[config.mk]
export PLATFORM = sky130hd
export DESIGN_NAME = cnn_axi_burst_master
export DESIGN_NICKNAME = d
export VERILOG_FILES = /design/src/rtl/cnn_axi_pkg.sv /design/src/rtl/cnn_axi_burst_master_buf.sv /design/src/rtl/cnn_axi_burst_master.sv
export SDC_FILE = /design/constraint.sdc
export NUM_CORES = 2
export LEC_CHECK = 0
export CAP_MARGIN = 10
export CORE_MARGIN = 2
export CORE_UTILIZATION = 40
export DETAILED_ROUTE_END_ITERATION = 10
export HOLD_SLACK_MARGIN = 0.08
export PLACE_DENSITY_LB_ADDON = 0.12
export SLEW_MARGIN = 15
export SYNTH_ARGS = -nofsm -noshare
export SYNTH_HDL_FRONTEND = slang
export SYNTH_SLANG_ARGS = --single-unit
[constraint.sdc]
create_clock -name M_AXI_ACLK -period 9.3 [get_ports M_AXI_ACLK]
set_clock_uncertainty 0.15 [all_clocks]
set_input_delay 2.325 -clock M_AXI_ACLK [delete_from_list [all_inputs] [get_ports M_AXI_ACLK]]
set_output_delay 2.325 -clock M_AXI_ACLK [all_outputs]
set_load 0.005 [all_outputs]
[src/rtl/cnn_axi_pkg.sv]
// Shared types and constants for the CNN AXI burst master.
// Holds the FSM state encoding and AXI field constants.
package cnn_axi_pkg;

  typedef enum logic [2:0] {
    IDLE,
    CHECK,
    RD_ADDR,
    RD_DATA,
    WR_ADDR,
    WR_DATA,
    WR_RESP,
    DONE
  } state_e;

  localparam logic [1:0] RESP_OKAY     = 2'b00;
  localparam logic [1:0] BURST_INCR    = 2'b01;
  localparam logic [3:0] CACHE_DEFAULT = 4'b0011;
  localparam logic [2:0] SIZE_16B      = 3'b100;
  localparam int unsigned BOUNDARY_4K  = 4096;

  // True when a burst of 'bytes' starting at page offset 'lo'
  // runs past the end of its 4 KB page.
  function automatic logic crosses_4k(
    input logic [11:0] lo,
    input logic [12:0] bytes
  );
    logic [13:0] sum;
    sum = {2'b00, lo} + {1'b0, bytes};
    return (sum > 14'(BOUNDARY_4K));
  endfunction

endpackage

[src/rtl/cnn_axi_burst_master_buf.sv]
// Beat buffer: one burst of AXI data beats.
// Synchronous write port, combinational read port.
module cnn_beat_buffer #(
  parameter int DEPTH = 16,
  parameter int DW    = 128,
  parameter int AW    = 4
) (
  input  logic          clk_i,
  input  logic          we_i,
  input  logic [AW-1:0] waddr_i,
  input  logic [DW-1:0] wdata_i,
  input  logic [AW-1:0] raddr_i,
  output logic [DW-1:0] rdata_o
);

  logic [DW-1:0] mem_q [DEPTH];

  // Capture one read beat per accepted R handshake.
  always_ff @(posedge clk_i) begin
    if (we_i) mem_q[waddr_i] <= wdata_i;
  end

  assign rdata_o = mem_q[raddr_i];

endmodule

[src/rtl/cnn_axi_burst_master.sv]
// AXI4 burst mover: reads one burst into a local buffer,
// then writes it back out to the destination address.
module cnn_axi_burst_master
  import cnn_axi_pkg::*;
#(
  parameter int C_M_AXI_ID_WIDTH   = 12,
  parameter int C_M_AXI_ADDR_WIDTH = 64,
  parameter int C_M_AXI_DATA_WIDTH = 128,
  parameter int BURST_LEN          = 16,
  parameter int ID_VALUE           = 0
) (
  input  logic                            M_AXI_ACLK,
  input  logic                            M_AXI_ARESETN,
  input  logic                            INIT_AXI_TXN,
  input  logic [C_M_AXI_ADDR_WIDTH-1:0]   input_Addr_Offset,
  input  logic [C_M_AXI_ADDR_WIDTH-1:0]   output_Addr_Offset,
  output logic                            TXN_DONE,
  output logic                            ERROR,
  output logic [C_M_AXI_ID_WIDTH-1:0]     M_AXI_ARID,
  output logic [C_M_AXI_ADDR_WIDTH-1:0]   M_AXI_ARADDR,
  output logic [7:0]                      M_AXI_ARLEN,
  output logic [2:0]                      M_AXI_ARSIZE,
  output logic [1:0]                      M_AXI_ARBURST,
  output logic                            M_AXI_ARLOCK,
  output logic [3:0]                      M_AXI_ARCACHE,
  output logic [2:0]                      M_AXI_ARPROT,
  output logic [3:0]                      M_AXI_ARQOS,
  output logic                            M_AXI_ARVALID,
  input  logic                            M_AXI_ARREADY,
  input  logic [C_M_AXI_ID_WIDTH-1:0]     M_AXI_RID,
  input  logic [C_M_AXI_DATA_WIDTH-1:0]   M_AXI_RDATA,
  input  logic [1:0]                      M_AXI_RRESP,
  input  logic                            M_AXI_RLAST,
  input  logic                            M_AXI_RVALID,
  output logic                            M_AXI_RREADY,
  output logic [C_M_AXI_ID_WIDTH-1:0]     M_AXI_AWID,
  output logic [C_M_AXI_ADDR_WIDTH-1:0]   M_AXI_AWADDR,
  output logic [7:0]                      M_AXI_AWLEN,
  output logic [2:0]                      M_AXI_AWSIZE,
  output logic [1:0]                      M_AXI_AWBURST,
  output logic                            M_AXI_AWLOCK,
  output logic [3:0]                      M_AXI_AWCACHE,
  output logic [2:0]                      M_AXI_AWPROT,
  output logic [3:0]                      M_AXI_AWQOS,
  output logic                            M_AXI_AWVALID,
  input  logic                            M_AXI_AWREADY,
  output logic [C_M_AXI_DATA_WIDTH-1:0]   M_AXI_WDATA,
  output logic [C_M_AXI_DATA_WIDTH/8-1:0] M_AXI_WSTRB,
  output logic                            M_AXI_WLAST,
  output logic                            M_AXI_WVALID,
  input  logic                            M_AXI_WREADY,
  input  logic [C_M_AXI_ID_WIDTH-1:0]     M_AXI_BID,
  input  logic [1:0]                      M_AXI_BRESP,
  input  logic                            M_AXI_BVALID,
  output logic                            M_AXI_BREADY
);

  localparam int AW = (BURST_LEN > 1) ? $clog2(BURST_LEN) : 1;
  localparam int PW = AW + 1;
  localparam logic [PW-1:0] LAST_BEAT = PW'(BURST_LEN - 1);
  localparam logic [12:0] BURST_BYTES =
    13'(BURST_LEN * (C_M_AXI_DATA_WIDTH / 8));

  state_e state_q, state_d;
  logic [C_M_AXI_ADDR_WIDTH-1:0] in_addr_q, in_addr_d;
  logic [C_M_AXI_ADDR_WIDTH-1:0] out_addr_q, out_addr_d;
  logic [PW-1:0] wr_ptr_q, wr_ptr_d;
  logic [PW-1:0] rd_ptr_q, rd_ptr_d;
  logic error_q, error_d;
  logic arvalid_q, arvalid_d;

  logic r_hs, w_hs;
  logic bad_in, bad_out;
  logic [C_M_AXI_DATA_WIDTH-1:0] buf_rdata;
  logic unused_ids;

  assign unused_ids = ^{M_AXI_RID, M_AXI_BID};

  assign bad_in  = crosses_4k(in_addr_q[11:0], BURST_BYTES)
                 | (in_addr_q[3:0] != 4'd0);
  assign bad_out = crosses_4k(out_addr_q[11:0], BURST_BYTES)
                 | (out_addr_q[3:0] != 4'd0);

  assign M_AXI_RREADY  = (state_q == RD_DATA);
  assign M_AXI_AWVALID = (state_q == WR_ADDR);
  assign M_AXI_WVALID  = (state_q == WR_DATA);
  assign M_AXI_BREADY  = (state_q == WR_RESP);
  assign TXN_DONE      = (state_q == DONE);
  assign M_AXI_ARVALID = arvalid_q;
  assign ERROR         = error_q;

  assign r_hs = M_AXI_RREADY & M_AXI_RVALID;
  assign w_hs = M_AXI_WVALID & M_AXI_WREADY;

  assign M_AXI_ARID    = C_M_AXI_ID_WIDTH'(ID_VALUE);
  assign M_AXI_ARADDR  = in_addr_q;
  assign M_AXI_ARLEN   = 8'(BURST_LEN - 1);
  assign M_AXI_ARSIZE  = SIZE_16B;
  assign M_AXI_ARBURST = BURST_INCR;
  assign M_AXI_ARLOCK  = 1'b0;
  assign M_AXI_ARCACHE = CACHE_DEFAULT;
  assign M_AXI_ARPROT  = 3'b000;
  assign M_AXI_ARQOS   = 4'd0;

  assign M_AXI_AWID    = C_M_AXI_ID_WIDTH'(ID_VALUE);
  assign M_AXI_AWADDR  = out_addr_q;
  assign M_AXI_AWLEN   = 8'(BURST_LEN - 1);
  assign M_AXI_AWSIZE  = SIZE_16B;
  assign M_AXI_AWBURST = BURST_INCR;
  assign M_AXI_AWLOCK  = 1'b0;
  assign M_AXI_AWCACHE = CACHE_DEFAULT;
  assign M_AXI_AWPROT  = 3'b000;
  assign M_AXI_AWQOS   = 4'd0;

  assign M_AXI_WDATA = buf_rdata;
  assign M_AXI_WSTRB = '1;
  assign M_AXI_WLAST = (state_q == WR_DATA) && (rd_ptr_q == LAST_BEAT);

  cnn_beat_buffer #(
    .DEPTH (BURST_LEN),
    .DW    (C_M_AXI_DATA_WIDTH),
    .AW    (AW)
  ) u_buf (
    .clk_i   (M_AXI_ACLK),
    .we_i    (r_hs),
    .waddr_i (wr_ptr_q[AW-1:0]),
    .wdata_i (M_AXI_RDATA),
    .raddr_i (rd_ptr_q[AW-1:0]),
    .rdata_o (buf_rdata)
  );

  // Sequence control: next state, latched addresses, pointers, error.
  always_comb begin
    state_d    = state_q;
    in_addr_d  = in_addr_q;
    out_addr_d = out_addr_q;
    wr_ptr_d   = wr_ptr_q;
    rd_ptr_d   = rd_ptr_q;
    error_d    = error_q;
    arvalid_d  = 1'b0;
    unique case (state_q)
      IDLE: begin
        if (INIT_AXI_TXN) begin
          state_d    = CHECK;
          in_addr_d  = input_Addr_Offset;
          out_addr_d = output_Addr_Offset;
          wr_ptr_d   = '0;
          rd_ptr_d   = '0;
          error_d    = 1'b0;
        end
      end
      CHECK: begin
        if (bad_in || bad_out) begin
          error_d = 1'b1;
          state_d = DONE;
        end else begin
          state_d = RD_ADDR;
        end
      end
      RD_ADDR: begin
        arvalid_d = 1'b1;
        if (arvalid_q && M_AXI_ARREADY) begin
          arvalid_d = 1'b0;
          state_d   = RD_DATA;
        end
      end
      RD_DATA: begin
        if (r_hs) begin
          wr_ptr_d = wr_ptr_q + 1'b1;
          if (M_AXI_RRESP != RESP_OKAY) error_d = 1'b1;
          if (wr_ptr_q == LAST_BEAT) begin
            if (!M_AXI_RLAST) error_d = 1'b1;
            state_d = WR_ADDR;
          end else if (M_AXI_RLAST) begin
            error_d = 1'b1;
          end
        end
      end
      WR_ADDR: begin
        if (M_AXI_AWREADY) state_d = WR_DATA;
      end
      WR_DATA: begin
        if (w_hs) begin
          rd_ptr_d = rd_ptr_q + 1'b1;
          if (rd_ptr_q == LAST_BEAT) state_d = WR_RESP;
        end
      end
      WR_RESP: begin
        if (M_AXI_BVALID) begin
          if (M_AXI_BRESP != RESP_OKAY) error_d = 1'b1;
          state_d = DONE;
        end
      end
      DONE: state_d = IDLE;
      default: state_d = IDLE;
    endcase
  end

  // State and datapath registers.
  always_ff @(posedge M_AXI_ACLK or negedge M_AXI_ARESETN) begin
    if (!M_AXI_ARESETN) begin
      state_q    <= IDLE;
      in_addr_q  <= '0;
      out_addr_q <= '0;
      wr_ptr_q   <= '0;
      rd_ptr_q   <= '0;
      error_q    <= 1'b0;
      arvalid_q  <= 1'b0;
    end else begin
      state_q    <= state_d;
      in_addr_q  <= in_addr_d;
      out_addr_q <= out_addr_d;
      wr_ptr_q   <= wr_ptr_d;
      rd_ptr_q   <= rd_ptr_d;
      error_q    <= error_d;
      arvalid_q  <= arvalid_d;
    end
  end

endmodule

== Word-level counts from Yosys, hierarchy flattened ==
Memories as Yosys holds them, arrays and structs flattened.
Index checks and enable logic that the tools add are counted.

* Bits in registers: 143
* Bits in latches: 0
* Bits in writable memories: 2048
* Bits in read-only memories: 0
* Bits of input ports: 293
* Output and inout port bits: 354
* Memories kept: 1

* Add/sub/neg operators: 4
* $mul: 0
* Divide/modulo/power cells: 0
* Magnitude comparators: 2
* Equal/unequal tests: 19
* Shift-type cells: 0
* Muxes and demuxes: 29
* Bitwise operators: 4
* Reductions and logical operators: 16

{| class="wikitable"
|+ Memory list
! memory !! words !! width !! read ports !! clocked after memory_dff !! wr ports !! RTL line !! RTL
|-
| u_buf.mem_q || 16 || 128 || 1 || 0 || 1 || cnn_axi_burst_master_buf.sv:16 || <nowiki>logic [DW-1:0] mem_q [DEPTH];</nowiki>
|}

{| class="wikitable"
|+ Operators by type and width
! operator !! count
|-
| $mux W3 || 9
|-
| $add A12 B9 Y13 const B || 2
|-
| $gt A13 B13 Y1 const B || 2
|-
| $pmux W3 S8 || 1
|-
| $pmux W5 S2 || 2
|-
| $mux W5 || 3
|-
| $mux W1 || 13
|-
| $eq A3 B3 Y1 const B || 4
|-
| $ne A2 B1 Y1 const B || 6
|-
| $reduce_bool A4 Y1 || 3
|-
| $add A5 B1 Y5 const B || 2
|-
| $eq A5 B4 Y1 const B || 2
|-
| $ne A2 B2 Y1 const B || 4
|-
| $reduce_and A8 Y1 || 1
|-
| $reduce_bool A2 Y1 || 4
|-
| $eq A3 B2 Y1 const B || 2
|-
| $reduce_and A3 Y1 || 2
|-
| $reduce_and A6 Y1 || 1
|-
| $pmux W1 S4 || 1
|-
| $eq A3 B1 Y1 const B || 1
|-
| $logic_not A3 Y1 || 1
|-
| $and A1 B1 Y1 || 2
|-
| $logic_and A1 B1 Y1 || 2
|-
| $or A1 B1 Y1 || 2
|-
| other kinds (2) || 2
|}

== Logic depth before layout (Yosys ltp) ==
* Depth after elaboration: 6
* Gate-level depth with buffers: 10
* Depth with buffers taken out: 8

== Hierarchy ==
From an unflattened synthesis, not the netlist that was laid out.

* Cells, all modules: 3986
* Area, all modules: 83203.5 um^2

{| class="wikitable"
|+ Modules (own cells, without submodules)
! module !! instances !! cells an instance !! area an instance (um^2) !! seq. area each (um^2)
|-
| cnn_beat_buffer || 1 || 3237 || 76768.6 || 61499.0
|-
| cnn_axi_burst_master || 1 || 749 || 6434.9 || 3578.4
|}

== Least setup slack after synthesis ==
No wires, ideal clock.

* Path kind: input port to flip-flop
* Start point: input port M_AXI_RVALID
* End point: memory u_buf.mem_q[10][0] (enable)
* Arrival: 5724 ps
* Required time: 8648 ps
* Setup slack: 2925 ps
* Stages: 3
* Path buffers: 0
* Cells stage by stage: nand2_1 > nor3b_1 > and2_1

* Cells in the longest elaborated chain, start to end: 3

{| class="wikitable"
|+ Ends and longest elaborated chain
! what !! RTL line !! RTL
|-
| start, declared || cnn_axi_burst_master.sv:34 || <nowiki>input logic M_AXI_RVALID,</nowiki>
|-
| $and A1 B1 Y1 || cnn_axi_burst_master.sv:92 || <nowiki>assign r_hs = M_AXI_RREADY & M_AXI_RVALID;</nowiki>
|-
| $mux W1 || cnn_axi_burst_master_buf.sv:20 || <nowiki>if (we_i) mem_q[waddr_i] <= wdata_i;</nowiki>
|-
| $mux W1 (not written as such) || cnn_axi_burst_master_buf.sv:20 ||
|-
| end, declared || cnn_axi_burst_master_buf.sv:16 ||
|}

No other way between the ends.

== Worst setup path in the final report ==
* Start point: register rd_ptr_q[0]
* End point: output port M_AXI_WDATA[124]

* Cells in the longest elaborated chain, start to end: 1

{| class="wikitable"
|+ Ends and longest elaborated chain
! what !! RTL line !! RTL
|-
| start, declared || cnn_axi_burst_master.sv:68 || <nowiki>logic [PW-1:0] rd_ptr_q, rd_ptr_d;</nowiki>
|-
| start signal, assigned || cnn_axi_burst_master.sv:214 || <nowiki>rd_ptr_q <= rd_ptr_d;</nowiki>
|-
| $mem_v2 Z16 W128 || n/a ||
|-
| end, declared || cnn_axi_burst_master.sv:47 || <nowiki>output logic [C_M_AXI_DATA_WIDTH-1:0] M_AXI_WDATA,</nowiki>
|}

No other way between the ends.

==> results.md <==
- The switching power is between 0.007 and 0.008 W.
- The commonest register cell after synthesis is sky130_fd_sc_hd__edfxtp_1.
- Internal power comes to 0.0199 W.
- The smallest clock period supported by the final layout is computed as between 6000 and 7000 ps.
- The die outline area is 212000 sq um.
- The total routing resource utilization after global routing is 0.196.
- The maximum fanout along the worst path is 65.
- CTS built an H-tree with a depth of 4.
- The synthesized netlist contains 41 unique library cells.
- The post-synthesis sequential area ratio is 0.783.
- The first global-routing pass estimated 296000 um of wire.
- The total wire length after detailed routing is 208000 um.
- The worst hold path belongs to the class flip-flop to flip-flop.
- The required time of the critical path is 6830 ps.
- The number of hold violations in the final report is 0.
- The TritonCTS clock tree is built.
- The worst path arrival time is 4350 ps.
- The area of the core is 207000 sq um.
- The critical path in this run is classified as flip-flop to output port.
- The clock-pin transition on the worst setup and hold timing paths is 60 ps.
- The clock net in this run drives a total of between 2000 and 2500 sinks.
- The top cell types in the final layout, fill and taps aside, are sky130_fd_sc_hd__edfxtp_1 (2048), sky130_fd_sc_hd__mux4_2 (640), sky130_fd_sc_hd__clkdlybuf4s50_1 (531).
- The quantity of hold-fixing buffers added after cts is 0.
- Setup repair after global routing left no endpoint under its margin.
- The clock passes through at most 3 buffers.
- The gate count of the mapped netlist is 3597.
- The number of top-level pins is 647.
- Detailed placement ended at an HPWL of 104000 um.
- The largest voltage drop on the vdd net is 0.186 mV.
- In the final layout, the multi-input gates occupy between 15000 and 20000 sq um.
- Measured along the y axis, the die boundary spans around 460 um.
- The tree is rooted in a sky130_fd_sc_hd__clkbuf_16.
- The effective utilization at floorplan is 0.402.
- The number of buffers inserted during clock tree synthesis is 228.
- The final antenna-violating net count is 0.
- Entering global routing, the biggest net connects 129 pins.
- The sort of element at the start of the critical path is a flip-flop.
- Of the total power, registers draw 0.431.
- STA classifies the critical path endpoint as an output port.
- The final count of pins violating max slew is 0.
- The area of all placed cells without fillers is roughly 99000 sq um.
- The logic gate share of total power is 0.245.
- The total of endpoints with negative setup slack in the final report is 0.
- The via count of the routed design is 38300.
- In this run, synthesis inferred 2048 flip-flops with an integrated enable.
- The leakage power summed over all cells is around 31 nW.
- The number of buffers inserted by post-CTS setup repair is 0.
- After synthesis, the mean cell area works out to 23.1 sq um.
- The area occupied by registers is roughly 65000 sq um.
- For the final routed database, the setup TNS stands at 0 ps.
- Static timing analysis puts the maximum clock frequency at between 100 and 150 MHz.
- The share of total power dissipated in the clock network is 0.324.
- In this run the tool buffered the top-level ports with 532 buffer cells.
- The post-cts sizing count is 0.
- Summed over all layers, the global routing overflow is 0.
- Dividing total power by cell area gives a power density of between 200 and 300 nW/um^2.
- The number of core rows is approximately 170.
- The transition time at the pin with the least slew margin is 1140 ps.
- The run finished with clean final reports.
- For this run, the number of Yosys warnings is 0.
- The number of design-rule violations left by the first detailed-router iteration is 3365.
- Of the total power, the share spent switching nets is 0.265.
- For this run, design rule violations remaining after detail routing come to 0.
- The insertion delay to the later sink of the worst-skew pair is ~880 ps.
- After the last flow step, the layout net total stands at 4537.
- The filler cell count is 17000.
- The first detailed-routing pass ran for 5 iterations.
- The congestion estimate from routability-driven global placement came to a little under 0.8.
- The number of antenna violations at the first check in global routing was 32.
- The via count of the first global-routing pass is 39700.
- The placed instances occupy a cell area of just over 90000 sq um.
- The proportion of layout cells with a drive suffix above 1 is 0.232.
- The routed via count divided by cell count is 5.37.
- The die is 460 um wide.
- After synthesis the netlist holds a flip-flop and latch count of 2191.
- The post-synthesis cell area is 83100 sq um.
- In the final routed layout, each cell accounts on average for 29.2 um.
- The total of max-cap violations is 0.
- The worst reg-to-reg setup slack is 5420 ps.
- Headroom to the max-slew limit came out at 0.243.
- The async set-or-reset flop fraction in the synthesized netlist is 0.0653.
- The most common library cell in the layout ignoring fill and taps is sky130_fd_sc_hd__edfxtp_1.
- The area added between synthesis and finish is 18.8%.
- In the finished design, the share of the clock period the worst path needs comes to 0.734.
-- power groups by stage --
stage / sequential (W) / clock (W) / combinational, W
6_report: 0.0117 / 0.00876 / 0.00662
3_3_place_gp: 0.0118 / 0 / 0.00680
5_1_grt: 0.0117 / 0.00939 / 0.00710
4_1_cts: 0.0117 / 0.00901 / 0.00681
3_5_place_dp: 0.0119 / 0 / 0.00679
2_1_floorplan: 0.0117 / 0 / 0.00394
-- final timing paths --
kind                                              start                            to  cells after the start
max                             rd_ptr_q[0]$_DFFE_PN0P_              M_AXI_WDATA[124]                      5
min                        M_AXI_AWADDR[39]$_DFFE_PN0P_  M_AXI_AWADDR[39]$_DFFE_PN0P_                      2
max reg2reg                      state_q[0]$_DFFE_PN0P_  u_buf.mem_q[2][41]$_DFFE_PP_                      6
min reg2reg                M_AXI_AWADDR[39]$_DFFE_PN0P_  M_AXI_AWADDR[39]$_DFFE_PN0P_                      2
max in group asynchronous                 M_AXI_ARESETN  M_AXI_ARADDR[44]$_DFFE_PN0P_                      2
min in group asynchronous                 M_AXI_ARESETN  M_AXI_AWADDR[14]$_DFFE_PN0P_                      1
-- per-stage QoR --
step	cells	utilization	worst slack [ps]	total power (W)	hold slack [ps]
floorplan	3685	-	2920	0.0156	319
global placement	6711	0.442	3230	0.0186	309
detailed placement	6711	0.442	3240	0.0186	311
CTS	7130	0.477	2250	0.0275	326
global route	7136	0.477	2200	0.0282	343
finish	7139	0.477	2470	0.0270	321
-- layout make-up --
| class | instances | area share |
|---|---|---|
| inverter | 7 | 0.000266 |
| multi-input combinational | 1223 | 0.172 |
| clock buffer | 288 | 0.0609 |
| sequential | 2191 | 0.659 |
| tap | 2704 | 0.0343 |
| antenna | 9 | 0.000228 |
| timing repair buffer | 586 | 0.0615 |
| clock inverter | 131 | 0.0119 |
-- Yosys cell counts, drive strengths merged, types with 2 or more instances --
| cell | n | area share |
|---|---|---|
| nand3 | 3 | 0.00018 |
| or4b | 2 | 0.00024 |
| nand4 | 5 | 0.00038 |
| and3 | 4 | 0.00030 |
| o31ai | 2 | 0.00018 |
| o22ai | 3 | 0.00023 |
| xor2 | 5 | 0.00053 |
| and2 | 18 | 0.0014 |
| edfxtp | 2048 | 0.74 |
| inv | 6 | 0.00027 |
| o21ai | 6 | 0.00036 |
| nor3b | 2 | 0.00018 |
| clkbuf | 78 | 0.0035 |
| nor4 | 4 | 0.00030 |
| nand2 | 393 | 0.018 |
| a21oi | 5 | 0.00030 |
| nor2 | 12 | 0.00054 |
| nor3 | 5 | 0.00030 |
| dfrtp | 143 | 0.043 |
| ha | 7 | 0.0011 |
| buf | 186 | 0.014 |
| mux4 | 640 | 0.17 |
| nor2b | 3 | 0.00023 |
| conb | 2 | 0.000090 |
| xnor2 | 2 | 0.00021 |
-- routing by layer --
metal	up-vias	track usage	wire, um
li1	16100	-	-
met4	34	0.0504	4130
met1	21000	0.274	90600
met2	938	0.316	103000
met5	-	0	228
met3	276	0.0399	10500
-- worst max-delay path: stages, from the launching register on --
cell,delay (ps)
sky130_fd_sc_hd__dfrtp_4,900
sky130_fd_sc_hd__buf_4,370
sky130_fd_sc_hd__buf_12,440
sky130_fd_sc_hd__mux4_2,590
sky130_fd_sc_hd__mux4_2,550
sky130_fd_sc_hd__clkdlybuf4s50_1,480
-- logic make-up after synthesis --
| logic type | share of synthesized area |
|---|---|
| other | 0.0000903 |
| AOI/OAI and AO/OA | 0.00179 |
| buffers and inverters | 0.0181 |
| xor gates and xnor gates | 0.000737 |
| DFF | 0.783 |
| and+or+nand+nor | 0.0222 |
| adders and majority gates | 0.00105 |
| muxes | 0.173 |
-- state kept, by name, summed over array words and instances (netlist names) --
name	cells
ERROR	1
M_AXI_ARADDR	64
M_AXI_ARVALID	1
M_AXI_AWADDR	64
rd_ptr_q	5
state_q	3
u_buf.mem_q	2048
wr_ptr_q	5
(Power assumes the default switching activity.)
==> patch: new RTL, same flow settings <==
Re-encode `state_e` (8 states) as one-hot, 8 bits wide.
--- a/src/rtl/cnn_axi_pkg.sv
+++ b/src/rtl/cnn_axi_pkg.sv
@@ -2,15 +2,15 @@
 // Holds the FSM state encoding and AXI field constants.
 package cnn_axi_pkg;
 
-  typedef enum logic [2:0] {
-    IDLE,
-    CHECK,
-    RD_ADDR,
-    RD_DATA,
-    WR_ADDR,
-    WR_DATA,
-    WR_RESP,
-    DONE
+  typedef enum logic [7:0] {
+    IDLE    = 8'b00000001,
+    CHECK   = 8'b00000010,
+    RD_ADDR = 8'b00000100,
+    RD_DATA = 8'b00001000,
+    WR_ADDR = 8'b00010000,
+    WR_DATA = 8'b00100000,
+    WR_RESP = 8'b01000000,
+    DONE    = 8'b10000000
   } state_e;
 
   localparam logic [1:0] RESP_OKAY     = 2'b00;
Function: no difference found for any inputs over 4 cycles, from zero or initial values and one cycle with M_AXI_ARESETN low; so few cycles prove little.
==> patch against the original RTL <==
Final cell count grew 2.0%. Sequential cell count grew 5. Final area grew 0.60%. Count of clock-buffer cells in the layout grew 16. Register-to-register slack lost 0.59 ns. Worst setup slack gained 0.043 ns. Synthesized area grew 0.37%. Via count grew 1.8%. Synthesized cell count grew 0.89%. Routed wire length grew 2.1%. Highest routed layer unchanged.
Power is not compared: it rests on default switching activity, and its combinational part moved more than twofold at a synthesized area within 25%.
==> patch: results (changes against the original RTL) <==
status=finished, final reports clean; initial antenna violation count=47 (+47%); post-route insts no fill=7,282 (+2.0%); Placed Area=0.0922 mm2 (+0.71%); final worst-path cycle share=73.0% (-0.46 points); placed cells=6,847 (+2.0%); r2r startpoint=state_q[4]$_DFFE_PN0P_; vias in the first global route=40.2k (+1.2%); Rel. slew slack=22.4% (-2.0 points); Synth Area in Adders=0.105% (-0.00039 points); Vias/cell=5.36 (-0.19%); NumNets Final=4,590 (+1.2%); layout cells sized above 1=23.4% (+0.23 points); Layout area overhead=19.0%; drt pass-1 iters=6 (+1); WHS=0.322 ns (+0.000953 ns); largest net degree at the start of global routing=116 (-10%); hold endpoint=M_AXI_AWADDR[28]$_DFFE_PN0P_; first-pass GRT wire length=300,000 um (+1.4%); hold_sp=M_AXI_AWADDR[28]$_DFFE_PN0P_; routability cong.=0.783 (-0.71%); setup slack, reg-to-reg=4.83 ns (-0.59 ns); worst slack at placement=3.31 ns (+0.0735 ns); Worst-Skew Late Latency=0.85 ns (-0.03 ns); R2R Path End=u_buf.mem_q[10][89]$_DFFE_PP_; average routed wire per standard cell=29.2 um (about the same); post-synthesis compound-gate area fraction=0.156% (-0.023 points); CP arrival=4.31 ns (-0.04 ns); 1st-iter DRT viols=3,457 (+2.7%); Worst path max stage delay=0.83 ns (-0.07 ns)
## patch: final cells by class
| cell class | instances | area [um2] |
|---|---|---|
| clock inverters | 117 | 976 |
| fillers | 17100 | 108000 |
| clock buffers | 304 | 6140 |
| inverters | 12 | 47.5 |
| well taps | 2788 | 3490 |
| repair buffers | 607 | 6260 |
| flip-flops and latches | 2196 | 65200 |
| diodes | 14 | 35.0 |
| multi-input cells | 1244 | 17200 |
## patch: metal layers
metal  part of all wire, %  vias to the layer above  global-route usage, %  wire length (um)
met5                  0.10                        -                      0               216
met4                   2.9                       32                   6.49              6130
met3                   6.8                      350                   5.03             14400
met2                    49                     1192                   32.3            104000
met1                    41                    21200                   26.3             87600
li1                      -                    16300                      -                 -
## patch: worst register-to-register path, delay by kind of cell, from the launching register on
kind	cells	cell delay, ns
buffers and inverters	1	0.93
AND/OR/NAND/NOR	5	2.51
flip-flops	1	0.44
## patch: report_power, final
group          internal, mW  switching, mW
clock network          4.94           3.78
logic                 0.714          0.727
registers              11.1          0.198
